<file path="config.mk">
export PLATFORM = sky130hd
export DESIGN_NAME = barrel_normalizer
export DESIGN_NICKNAME = d
export VERILOG_FILES = /design/src/rtl/barrel_normalizer.sv
export SDC_FILE = /design/constraint.sdc
export NUM_CORES = 1
export LEC_CHECK = 0
export ABC_AREA = 1
export CAP_MARGIN = 25
export CORE_MARGIN = 1.5
export CORE_UTILIZATION = 46
export DETAILED_ROUTE_END_ITERATION = 10
export PLACE_DENSITY = 0.77
export SYNTH_ARGS = -nofsm -noshare
export SYNTH_HDL_FRONTEND = slang
export SYNTH_SLANG_ARGS = --single-unit
</file>
<file path="constraint.sdc">
create_clock -name clk_i -period 1.55 [get_ports clk_i]
set_input_delay 0.155 -clock clk_i [delete_from_list [all_inputs] [get_ports clk_i]]
set_output_delay 0.155 -clock clk_i [all_outputs]
set_load 0.02 [all_outputs]
</file>
<file path="src/rtl/barrel_normalizer.sv">
`default_nettype none
// ============================================================================
// Module   : barrel_normalizer
// Purpose  : Multi-cycle left-shift normalizer (inverse of the barrel shifter);
//            reports the normalized value and the shift count.
// Revision : 1.0 - initial release
// ============================================================================
module barrel_normalizer #(
  parameter int W = 16
) (
  input  logic                 clk_i,
  input  logic                 rst_i,
  input  logic                 start_i,
  input  logic                 signed_mode_i,
  input  logic [W-1:0]         data_in_i,
  output logic                 busy_o,
  output logic                 done_o,
  output logic [W-1:0]         data_out_o,
  output logic [$clog2(W)-1:0] shift_o,
  output logic                 zero_o
);

  localparam int CW = $clog2(W);

  typedef enum logic [1:0] {
    S_IDLE  = 2'd0,
    S_SHIFT = 2'd1,
    S_DONE  = 2'd2
  } state_t;

  state_t         state_q, state_d;
  logic [W-1:0]   work_q, work_d;
  logic [CW-1:0]  cnt_q, cnt_d;
  logic           mode_q, mode_d;
  logic [W-1:0]   data_out_q, data_out_d;
  logic [CW-1:0]  shift_q, shift_d;
  logic           zero_q, zero_d;

  logic           is_zero;
  logic           is_norm;
  logic           is_sat;

  assign is_zero = (work_q == '0);
  // Signed operands are normalized once the sign bit differs from the next bit.
  assign is_norm = mode_q ? (work_q[W-1] ^ work_q[W-2]) : work_q[W-1];
  assign is_sat  = (cnt_q == CW'(W - 1));

  always_ff @(posedge clk_i) begin
    if (rst_i) begin
      state_q    <= S_IDLE;
      work_q     <= '0;
      cnt_q      <= '0;
      mode_q     <= 1'b0;
      data_out_q <= '0;
      shift_q    <= '0;
      zero_q     <= 1'b0;
    end else begin
      state_q    <= state_d;
      work_q     <= work_d;
      cnt_q      <= cnt_d;
      mode_q     <= mode_d;
      data_out_q <= data_out_d;
      shift_q    <= shift_d;
      zero_q     <= zero_d;
    end
  end

  always_comb begin
    state_d    = state_q;
    work_d     = work_q;
    cnt_d      = cnt_q;
    mode_d     = mode_q;
    data_out_d = data_out_q;
    shift_d    = shift_q;
    zero_d     = zero_q;

    unique case (state_q)
      S_IDLE: begin
        if (start_i) begin
          work_d  = data_in_i;
          cnt_d   = '0;
          mode_d  = signed_mode_i;
          state_d = S_SHIFT;
        end
      end

      S_SHIFT: begin
        if (is_zero || is_norm || is_sat) begin
          data_out_d = work_q;
          shift_d    = is_zero ? '0 : cnt_q;
          zero_d     = is_zero;
          state_d    = S_DONE;
        end else begin
          work_d = {work_q[W-2:0], 1'b0};
          cnt_d  = cnt_q + 1'b1;
        end
      end

      S_DONE: begin
        state_d = S_IDLE;
      end

      default: begin
        state_d = S_IDLE;
      end
    endcase
  end

  assign busy_o     = (state_q != S_IDLE);
  assign done_o     = (state_q == S_DONE);
  assign data_out_o = data_out_q;
  assign shift_o    = shift_q;
  assign zero_o     = zero_q;

endmodule
`default_nettype wire

</file>
==> run metrics <==
final std cells w/o fill=414; xor and xnor fraction of the mapped netlist area=0.423%; drt via density=5.04; post-synth net total=326; CTS root buffer=clkbuf_8; DRT Wirelength=4.98 mm; Synth Area in Compound Gates=11.8%; cts hold-fix bufs=0; clk slew on worst S/H paths=0.08 ns; ANT nets after route=0; Post-Syn Area=0.00207 mm²; post-synth top area share=42.5%; Die Span X=70.1 µm; Power Total=3080 µW; RSZ-0062 raised after global routing=true; Buffers on Ports=42; post-synthesis sequential area ratio=42.5%; post-synthesis simple-gate area fraction=35.5%; # rows=24; violated checks=negative setup slack; Final Skew=0.00216 ns; CP required=1.80 ns; Leak Pwr=0.00134 µW; CORE AREA=0.00435 mm²; max incr delay on CP=0.35 ns; io pins=43; Synth area leader=dfxtp_1; CP arrival=1.86 ns; HPWL Detailed=3.47 mm; CP Capture Type=register; most used cell, CP=nand2_1; VDD IR-drop max=0.000478 V; Worst path slowest cell=dfxtp_2; final net count=384; Final Util=66.7%; critical-path maximum fanout=8; Final Cycle Share=104%; CTS tree=yes; power density over the cells=1060 mW/mm²; layout cell share with drive strength beyond 1=17.4%; yosys synthesis warning count=0; Rel. slew slack=81.0%; CTS H-tree lvls=2; GRT overflow=0; first-pass GRT wire length=8.60 mm; CTS max path bufs=2; CP Class=reg2reg; DRC Markers=0; FF+latch count, synth=44; Vias=2087; Synth area leaders=dfxtp_1, nand2_1, nand3_1, nor2_1, a21oi_1; crit path time final=1.61 ns; die height=70.1 µm; vias in the first global route=1846; Mapped Cells=304; Total GRT Usage=21.7%; Setup Viol. Count Final=18; Max Fclk=621 MHz; critical path startpoint category=register; post-synth cell types=24; Max Cap Violations=0; Final Hold Viols=0; area grow syn2layout=40.2%; RD Place Congestion=0.845; post-synthesis mux area share=0%; die area=0.00491 mm²; largest family of logic cells by synthesized area=simple AND/OR/NAND/NOR gates; initial antenna violation count=0; Placed Instances=401; Adder-Cell Fraction of Synth Area=1.21%; largest net degree at the start of global routing=43; DRT Pass-1 Iters=4; HP Class=reg2reg; Num CTS Buffers=5; status=complete, but fails checks; pins over their slew limit=0; syn_area_per_cell=6.81 µm²; number of inserted diodes=0; starting DRC count in detailed routing=101; CP cell instances=inv_2, ha_4, nand2_2, o21ai_2, nor2_2, buf_4, nand2_4, nand2_8, nor2_4, nand2_1, nand2_1; Crit path buffers/inverters=2; clk sinks=44; worst slew pin tran=0.282 ns; Worst-Skew Late Latency=0.30 ns; initial core utilization=47.6%; post-DR wirelength/cell=12.0 µm; critical path's top delay family=simple AND/OR/NAND/NOR gates; setup ws final=-0.0596 ns; minimum hold slack=0.460 ns
stage by stage:
step                      worst slack (ns)  instance area, µm²  TNS [ns]
after floorplan                     0.0377                2070         0
after global placement            -0.00887                2670   -0.0317
after detailed placement           -0.0624                2670    -0.748
after CTS                          -0.0265                2820    -0.156
after global routing                -0.141                2900     -3.04
final                              -0.0596                2900    -0.459
cell usage after synthesis, drive strengths merged:
master,n
nor2,43
a21boi,2
or2,1
xor2,1
buf,10
o21ai,19
a21oi,27
ha,2
dfxtp,44
nand3,39
clkbuf,8
nand2,84
inv,24
power breakdown:
part	leakage (µW)	internal (µW)	total, µW	switching [µW]
Combinational	0.000934	477	1070	588
Clock	0.0000410	307	683	376
Sequential	0.000361	1250	1330	80.1
kinds of logic (layout without fill, tap and decap cells):
kind of cell               count (synthesis)  in the layout
and+or+nand+nor                          167            168
adders and majority gates                  2              2
DFF                                       44             44
AOI/OAI and AO/OA                         48             48
buffers and inverters                     42             99
xor gates and xnor gates                   1              1
cell usage in the layout, fill, tap and decap left out:
cell / count
or2_2: 1
nand2_4: 1
clkinv_2: 1
nand3_2: 1
buf_6: 3
buf_12: 3
a21oi_1: 20
dfxtp_2: 4
inv_1: 21
dlygate4sd2_1: 1
dfxtp_1: 40
ha_4: 1
clkbuf_1: 1
nor2_8: 1
nand3_1: 38
xor2_1: 1
buf_4: 18
clkbuf_8: 5
nand2_2: 3
nand2_8: 1
buf_8: 1
clkdlybuf4s50_1: 40
nor2_2: 1
nand2_1: 79
o21ai_2: 3
o21ai_0: 16
nor2_1: 39
inv_2: 3
dlymetal6s2s_1: 1
ha_2: 1
nor2_4: 3
a21oi_2: 7
a21boi_1: 2
buf_16: 1
final timing paths:
kind | start | endpoint | slack, ns | depth (start not counted)
setup / recovery | work_q[15] | data_out_o[12] | -0.06 | 11
hold / removal | work_q[13] | data_out_o[13] | 0.46 | 2
setup reg to reg | work_q[15] | data_out_o[12] | -0.06 | 11
hold reg to reg | work_q[13] | data_out_o[13] | 0.46 | 2
layer usage:
| layer | share of wire [%] | global-route usage [%] | wire (µm) |
|---|---|---|---|
| met5 | 0 | 0 | 0 |
| met4 | 1.3 | 5.77 | 63 |
| met3 | 5.5 | 4.33 | 274 |
| met2 | 47 | 32.2 | 2330 |
| met1 | 46 | 32.1 | 2310 |
worst reg2reg max path: cells and delay by family, from the launching register on:
family,cells,cell delay [ns]
AND/OR/NAND/NOR,7,0.70
flip-flops,1,0.35
buffers and inverters,2,0.19
AO/OA/AOI/OAI,1,0.06
adder cells (fa/ha/maj),1,0.25
cell type report:
type	instances	area, µm²
Sequential cell	44	886
Multi-Input combinational cell	219	1090
Timing Repair Buffer	68	693
Inverter	24	90.1
Fill cell	360	1450
Tap cell	52	65.1
Clock buffer	6	72.6
Clock inverter	1	5.00
registers in the layout, summed over array words and instances, names as in the netlist:
signal	count
cnt_q	4
data_out_o	16
mode_q	1
shift_o	4
state_q	2
work_q	16
zero_o	1
repair_timing:
item	in CTS	in global routing
gates cloned	2	1
setup buffers	2	2
pin swaps	7	9
endpoints found under the hold margin	0	0
endpoints found under the setup margin	20	42
gates resized for setup	9	20
Note: power is estimated with default switching activity, not from simulation.
